$ cat src/rtl/dp_seq_pkg.sv
// Shared types and helpers for the add/sub datapath sequencer.
package dp_seq_pkg;

  typedef enum logic [2:0] {
    S_IDLE  = 3'd0,
    S_CLR   = 3'd1,
    S_FETCH = 3'd2,
    S_EXEC  = 3'd3,
    S_STORE = 3'd4,
    S_DONE  = 3'd5
  } state_t;

  typedef struct packed {
    logic clr_a;
    logic clr_b;
    logic inc_a;
    logic inc_b;
    logic sel_sub;
    logic ld_reg;
    logic we_c;
    logic busy;
    logic done;
  } seq_out_t;

  // Counter width for a 0..depth-1 index; never narrower than one bit.
  function automatic int unsigned idx_width(input int unsigned depth);
    return (depth > 1) ? $clog2(depth) : 1;
  endfunction

  function automatic seq_out_t decode_outputs(input state_t s, input logic b_last,
                                              input logic a_gt_b);
    seq_out_t o;
    o = '0;
    case (s)
      S_CLR: begin
        o.clr_a = 1'b1;
        o.clr_b = 1'b1;
        o.busy  = 1'b1;
      end
      S_FETCH: o.busy = 1'b1;
      S_EXEC: begin
        o.ld_reg  = 1'b1;
        o.sel_sub = a_gt_b;
        o.busy    = 1'b1;
      end
      S_STORE: begin
        o.we_c  = 1'b1;
        o.inc_a = 1'b1;
        o.clr_b = b_last;
        o.inc_b = ~b_last;
        o.busy  = 1'b1;
      end
      S_DONE:  o.done = 1'b1;
      default: o = '0;
    endcase
    return o;
  endfunction

endpackage

$ cat src/rtl/dp_seq_idx.sv
// Element/B indices and read-latency wait counter for dp_sequencer.
module dp_seq_idx
  import dp_seq_pkg::*;
#(
  parameter int unsigned A_DEPTH = 8,
  parameter int unsigned B_DEPTH = 4,
  parameter int unsigned RD_LAT  = 1
) (
  input  logic clk,
  input  logic reset,
  input  logic clr,
  input  logic fetch,
  input  logic store,
  output logic a_last,
  output logic b_last,
  output logic wait_last
);

  localparam int unsigned AW = idx_width(A_DEPTH);
  localparam int unsigned BW = idx_width(B_DEPTH);
  localparam int unsigned WW = idx_width(RD_LAT);
  localparam logic [AW-1:0] A_MAX = AW'(A_DEPTH - 1);
  localparam logic [BW-1:0] B_MAX = BW'(B_DEPTH - 1);
  localparam logic [WW-1:0] W_MAX = WW'(RD_LAT - 1);

  logic [AW-1:0] idx_a_q, idx_a_d;
  logic [BW-1:0] idx_b_q, idx_b_d;
  logic [WW-1:0] wait_q, wait_d;

  assign a_last    = (idx_a_q == A_MAX);
  assign b_last    = (idx_b_q == B_MAX);
  assign wait_last = (wait_q == W_MAX);

  always_comb begin
    idx_a_d = idx_a_q;
    idx_b_d = idx_b_q;
    wait_d  = wait_q;
    if (clr) begin
      idx_a_d = '0;
      idx_b_d = '0;
      wait_d  = '0;
    end else begin
      // Wait counter rearms itself on its last cycle so each element starts from zero.
      if (fetch) wait_d = wait_last ? '0 : wait_q + WW'(1);
      if (store) begin
        idx_a_d = a_last ? idx_a_q : idx_a_q + AW'(1);
        idx_b_d = b_last ? '0 : idx_b_q + BW'(1);
      end
    end
  end

  always_ff @(posedge clk) begin
    if (reset) begin
      idx_a_q <= '0;
      idx_b_q <= '0;
      wait_q  <= '0;
    end else begin
      idx_a_q <= idx_a_d;
      idx_b_q <= idx_b_d;
      wait_q  <= wait_d;
    end
  end

endmodule

$ cat src/rtl/dp_sequencer.sv
// Control FSM for the add/sub datapath: one pass of A_DEPTH elements per start.
module dp_sequencer
  import dp_seq_pkg::*;
#(
  parameter int unsigned A_DEPTH = 8,
  parameter int unsigned B_DEPTH = 4,
  parameter int unsigned RD_LAT  = 1
) (
  input  logic clk,
  input  logic reset,
  input  logic start,
  input  logic a_gt_b,
  output logic clr_a,
  output logic clr_b,
  output logic inc_a,
  output logic inc_b,
  output logic sel_sub,
  output logic ld_reg,
  output logic we_c,
  output logic busy,
  output logic done
);

  state_t   state_q, state_d;
  seq_out_t outs;
  logic     a_last, b_last, wait_last;
  logic     in_clr, in_fetch, in_store;

  assign in_clr   = (state_q == S_CLR);
  assign in_fetch = (state_q == S_FETCH);
  assign in_store = (state_q == S_STORE);

  dp_seq_idx #(
    .A_DEPTH(A_DEPTH),
    .B_DEPTH(B_DEPTH),
    .RD_LAT (RD_LAT)
  ) u_idx (
    .clk      (clk),
    .reset    (reset),
    .clr      (in_clr),
    .fetch    (in_fetch),
    .store    (in_store),
    .a_last   (a_last),
    .b_last   (b_last),
    .wait_last(wait_last)
  );

  always_comb begin
    state_d = state_q;
    case (state_q)
      S_IDLE:  if (start) state_d = S_CLR;
      S_CLR:   state_d = S_FETCH;
      S_FETCH: if (wait_last) state_d = S_EXEC;
      S_EXEC:  state_d = S_STORE;
      S_STORE: state_d = a_last ? S_DONE : S_FETCH;
      S_DONE:  state_d = S_IDLE;
      default: state_d = S_IDLE;
    endcase
  end

  always_ff @(posedge clk) begin
    if (reset) state_q <= S_IDLE;
    else       state_q <= state_d;
  end

  // Gating with reset suppresses a pending STORE write in the reset cycle itself.
  always_comb begin
    outs = '0;
    if (!reset) outs = decode_outputs(state_q, b_last, a_gt_b);
  end

  assign clr_a   = outs.clr_a;
  assign clr_b   = outs.clr_b;
  assign inc_a   = outs.inc_a;
  assign inc_b   = outs.inc_b;
  assign sel_sub = outs.sel_sub;
  assign ld_reg  = outs.ld_reg;
  assign we_c    = outs.we_c;
  assign busy    = outs.busy;
  assign done    = outs.done;

endmodule

$ cat config.mk
export PLATFORM = sky130hd
export DESIGN_NAME = dp_sequencer
export DESIGN_NICKNAME = d
export VERILOG_FILES = /design/src/rtl/dp_seq_pkg.sv /design/src/rtl/dp_seq_idx.sv /design/src/rtl/dp_sequencer.sv
export SDC_FILE = /design/constraint.sdc
export NUM_CORES = 1
export LEC_CHECK = 0
export BUFFER_PORTS_ARGS = -buffer_cell sky130_fd_sc_hd__buf_2
export CAP_MARGIN = 20
export CORE_AREA = 5 5 42 44
export DETAILED_ROUTE_END_ITERATION = 8
export DIE_AREA = 0 0 47 49
export SLEW_MARGIN = 20
export SYNTH_ARGS = -nofsm -noshare
export SYNTH_HDL_FRONTEND = slang
export SYNTH_HIERARCHICAL = 1
export SYNTH_SLANG_ARGS = --single-unit
$ cat constraint.sdc
create_clock -name clk -period 3.74 [get_ports clk]
set_input_delay 0.187 -clock clk [delete_from_list [all_inputs] [get_ports clk]]
set_output_delay 0.187 -clock clk [all_outputs]
set_load 0.01 [all_outputs]
* Word-level counts from Yosys, hierarchy flattened *
Cells that the tools add are included.

word-level totals
  flip-flop bits (word level) = 9
  output and inout port bits = 9
  word-level logic and storage cells = 37

cells by class
  reduce and logical (&&, ||, !) cells = 5
  bitwise logic cells = 2
  $add $sub $neg = 3
  equality and inequality tests = 9
  multiplexer cells = 14

operators by type and width
  cell                                                             number
  3-bit one-hot mux with 5 select lines                            1
  3-bit == test, second input constant                             3
  3-bit 2-to-1 mux                                                 3
  9-bit 2-to-1 mux                                                 1
  3-bit by 2-bit == test with 1-bit output, second input constant  2
  2-bit 2-to-1 mux                                                 3
  1-bit 2-to-1 mux                                                 5
  2-bit inequality test, second input constant                     2
  2-bit AND reduction                                              2
  4-bit OR reduction                                               1
  3-bit by 1-bit adder with 3-bit output, second input constant    1
  3-bit by 1-bit == test with 1-bit output, second input constant  1
  3-bit logical NOT                                                1
  2-bit by 1-bit adder with 2-bit output, second input constant    1
  2-bit == test, second input constant                             1
  1-bit NOT                                                        2
  1-bit one-hot mux with 2 select lines                            1
  2-bit OR reduction                                               1
  1-bit adder, second input constant                               1

* Longest topological paths before layout *
  depth after elaboration = 4
  mapped depth = 7

* By module *
Netlist, hierarchy kept.

modules (own cells, without submodules)
  module        cells an instance  area an instance (sq um)  seq. area each (sq um)  instances
  dp_sequencer  37                 309.0                     60.1                    1
  dp_seq_idx    23                 237.7                     100.1                   1

* Worst setup path after synthesis *
Ideal clock, no wire load.

  path type = register -> register
  start = register u_idx.idx_a_q[0]
  end = register u_idx.idx_a_q[1]
  clock period less this slack = 1297 ps
  path buffers = 0
  stages on the path, launching flop included = 6
  arrival = 1164 ps
  setup time = 133 ps
  data required time = 3607 ps
  path slack = 2443 ps
  path through = dfxtp_1 > ha_1 > ha_1 > and2b_2 > mux2i_1 > nor3_1

on the way
  cells in the longest elaborated chain, start to end = 3
  elaborated cells on any way between the ends = 4
  classes of those cells = 1 x add/sub; 1 x eq/ne; 1 x bitwise; 1 x reduce/logical

RTL lines
  what                                  line                text
  from (decl)                           dp_seq_idx.sv:26    logic [AW-1:0] idx_a_q, idx_a_d;
  from (signal assigned)                dp_seq_idx.sv:58    idx_a_q <= idx_a_d;
  3-bit == test                         dp_seq_idx.sv:30    assign a_last = (idx_a_q == A_MAX);
  net a_last                            dp_sequencer.sv:26  logic a_last, b_last, wait_last;
  1-bit NOT (no source line)            --
  2-bit AND reduction (no source line)  --

The timed path passes the listed nets, and every way through them passes these cells.
A chain may end at the register's enable or synchronous reset.

* Worst setup path in the final report *
  start = register state_q[0]
  end = output port clr_a

on the way
  cells in the longest elaborated chain, start to end = 3

RTL lines
  what                                      line                text
  from (decl)                               dp_sequencer.sv:24  state_t state_q, state_d;
  from (signal assigned)                    dp_sequencer.sv:63  else state_q <= state_d;
  3-bit by 1-bit == test with 1-bit output  --
  net in_clr                                dp_sequencer.sv:27  logic in_clr, in_fetch, in_store;
  1-bit 2-to-1 mux                          dp_seq_pkg.sv:34    case (s)
  9-bit 2-to-1 mux                          dp_sequencer.sv:69  if (!reset) outs = decode_outputs(state_q, b_last, a_gt_b);
  to (decl)                                 dp_sequencer.sv:13  output logic clr_a,

The timed path passes the listed nets, and every way through them passes these cells.

==> results.txt <==
Pwr Total -> 0.0002159 W
Routed len/inst -> 10.75 um
Fmax -> 586.5 MHz
Count of buffers from port buffering -> 12
Antenna violations before repair -> 0
Avg Inst Size Synth -> 9.161 um2
CTS hold repair buffers -> 0
Max-slew violation count -> 0
HPWL after detailed placement -> 687.3 um
Startpoint types -> flop
Reg clk slew, reported paths -> 60 ps
Setup ws final -> 2035 ps
Largest net degree at the start of global routing -> 16
Final WL -> 903 um
Maxcap violations -> 0
Die width -> 47 um
Cells after synthesis -> 59
# rows -> 14
Syn Nets -> 66
Hold path start -> reset
H-tree depth reported by CTS -> 1
Critical path type -> reg2out
Crit end category -> primary output
Grt total ovfl -> 0
Final hold violation count -> 0
DRC violations left -> 0
Clock sink total -> 8
Antenna cells -> 0
Die Span Y -> 49 um
R2r startpoint -> u_idx/idx_a_q[0]$_SDFFE_PP0P_
Clock buffer count from CTS -> 3
Peak VDD IR -> 154.1 uV
Initial DRC Count -> 9
CP max FO -> 10
Setup crit start -> state_q[0]$_SDFFE_PP0P_
Clock skew -> 3.051 ps
Area grow syn2layout -> 9.028%
First-pass GRT wire length -> 1.614 mm
Root Buffer -> clkbuf_4
Count of nets after finishing -> 77
CTS resizes -> 0
CTS max path bufs -> 2
RSZ-0062 raised after global routing -> no
Drt first pass iters -> 3
Core area -> 1401 um2
GRT Total Usage -> 0.09245
Setup Viol. Count Final -> 0
Arrival time at the worst endpoint -> 1520 ps
TritonCTS clock tree -> done
Vias in the first global route -> 383
DRT antenna net count -> 0
Mapped Area -> 540.5 um2
DR vias -> 413
Via density -> 4.917
Critical Path RT -> 3550 ps
Worst hold margin -> 289.7 ps
TNS Setup -> 0 ps
PD cells -> 366.4 nW/um2
Clk_lat worst skew -> 250 ps
Tcrit/Tclk final -> 0.4559
Post-CTS Setup Bufs -> 0
Initial core utilization -> 0.3857
Tmin final -> 1705 ps
Type of the most critical hold path -> in2reg
Ports -> 13
LEAKAGE -> 0.2637 nW
Synth warn -> 6
Die Area -> 2303 um2
Routability cong. -> 0.6396
Setup WS pre-CTS -> 2286 ps
Fraction of layout cells with a size suffix above 1 -> 0.3382
Outcome -> complete, no violations
-- flip-flops by register name (all words and copies together), names as in the netlist --
register       count
state_q            3
u_idx/idx_b_q      2
u_idx/idx_a_q      3
-- path summary, 6_finish.rpt --
check | to | slack, ps | cells after the start
worst min-delay path | state_q[2]$_SDFFE_PP0P_ | 290 | 2
worst max-delay path | clr_a | 2040 | 3
worst min register to register | u_idx/idx_a_q[2]$_SDFFE_PP0P_ | 540 | 2
worst max register to register | u_idx/idx_a_q[1]$_SDFFE_PP0P_ | 2330 | 5
-- power breakdown --
part	switching, W	internal (W)
sequential	0.0000131	0.0000902
clock	0.0000282	0.0000367
combinational	0.0000244	0.0000233
-- per-layer routing --
metal	global-route usage	routed length [um]	vias up
met4	0.01382	0	0
met1	0.1150	417	183
met3	0.03690	45	0
met5	0	0	-
li1	-	-	223
met2	0.1493	440	7
-- cell usage in the layout, fill, tap and decap left out --
cell type	n
clkinv_4	1
and2b_2	1
or2_1	1
buf_2	12
nor2b_1	3
nor3b_2	1
and2_1	1
mux2i_1	3
nor3_1	7
xnor2_1	1
o21bai_1	1
o41ai_2	1
nor4bb_1	1
dfxtp_1	8
nor3b_1	1
clkbuf_4	3
a211oi_2	1
inv_1	1
conb_1	1
nand2_4	1
nor2_1	4
nor2_2	1
a211oi_1	1
a21oi_1	6
nand3b_1	1
nor2_4	1
nand2_1	1
ha_1	3
-- critical path, stage by stage (launching register included) --
cell	delay, ps
dfxtp_1	520
nor3b_2	440
nor2b_1	180
buf_2	130
-- metrics by stage --
stage	area (um2)	cells	util
after global placement	566.8	81	0.4045
after detailed placement	566.8	81	0.4045
after global routing	589.3	84	0.4205
final	589.3	84	0.4205
after floorplan	540.5	59	-
after CTS	589.3	84	0.4205
-- layout make-up --
class | instances | area (um2)
clock buffers | 3 | 22.52
fillers | 151 | 812.0
inverters | 2 | 12.51
multi-input cells | 43 | 314.1
flip-flops and latches | 8 | 160.2
well taps | 16 | 20.02
repair buffers | 12 | 60.06
Power figures use the tool's default switching activity.
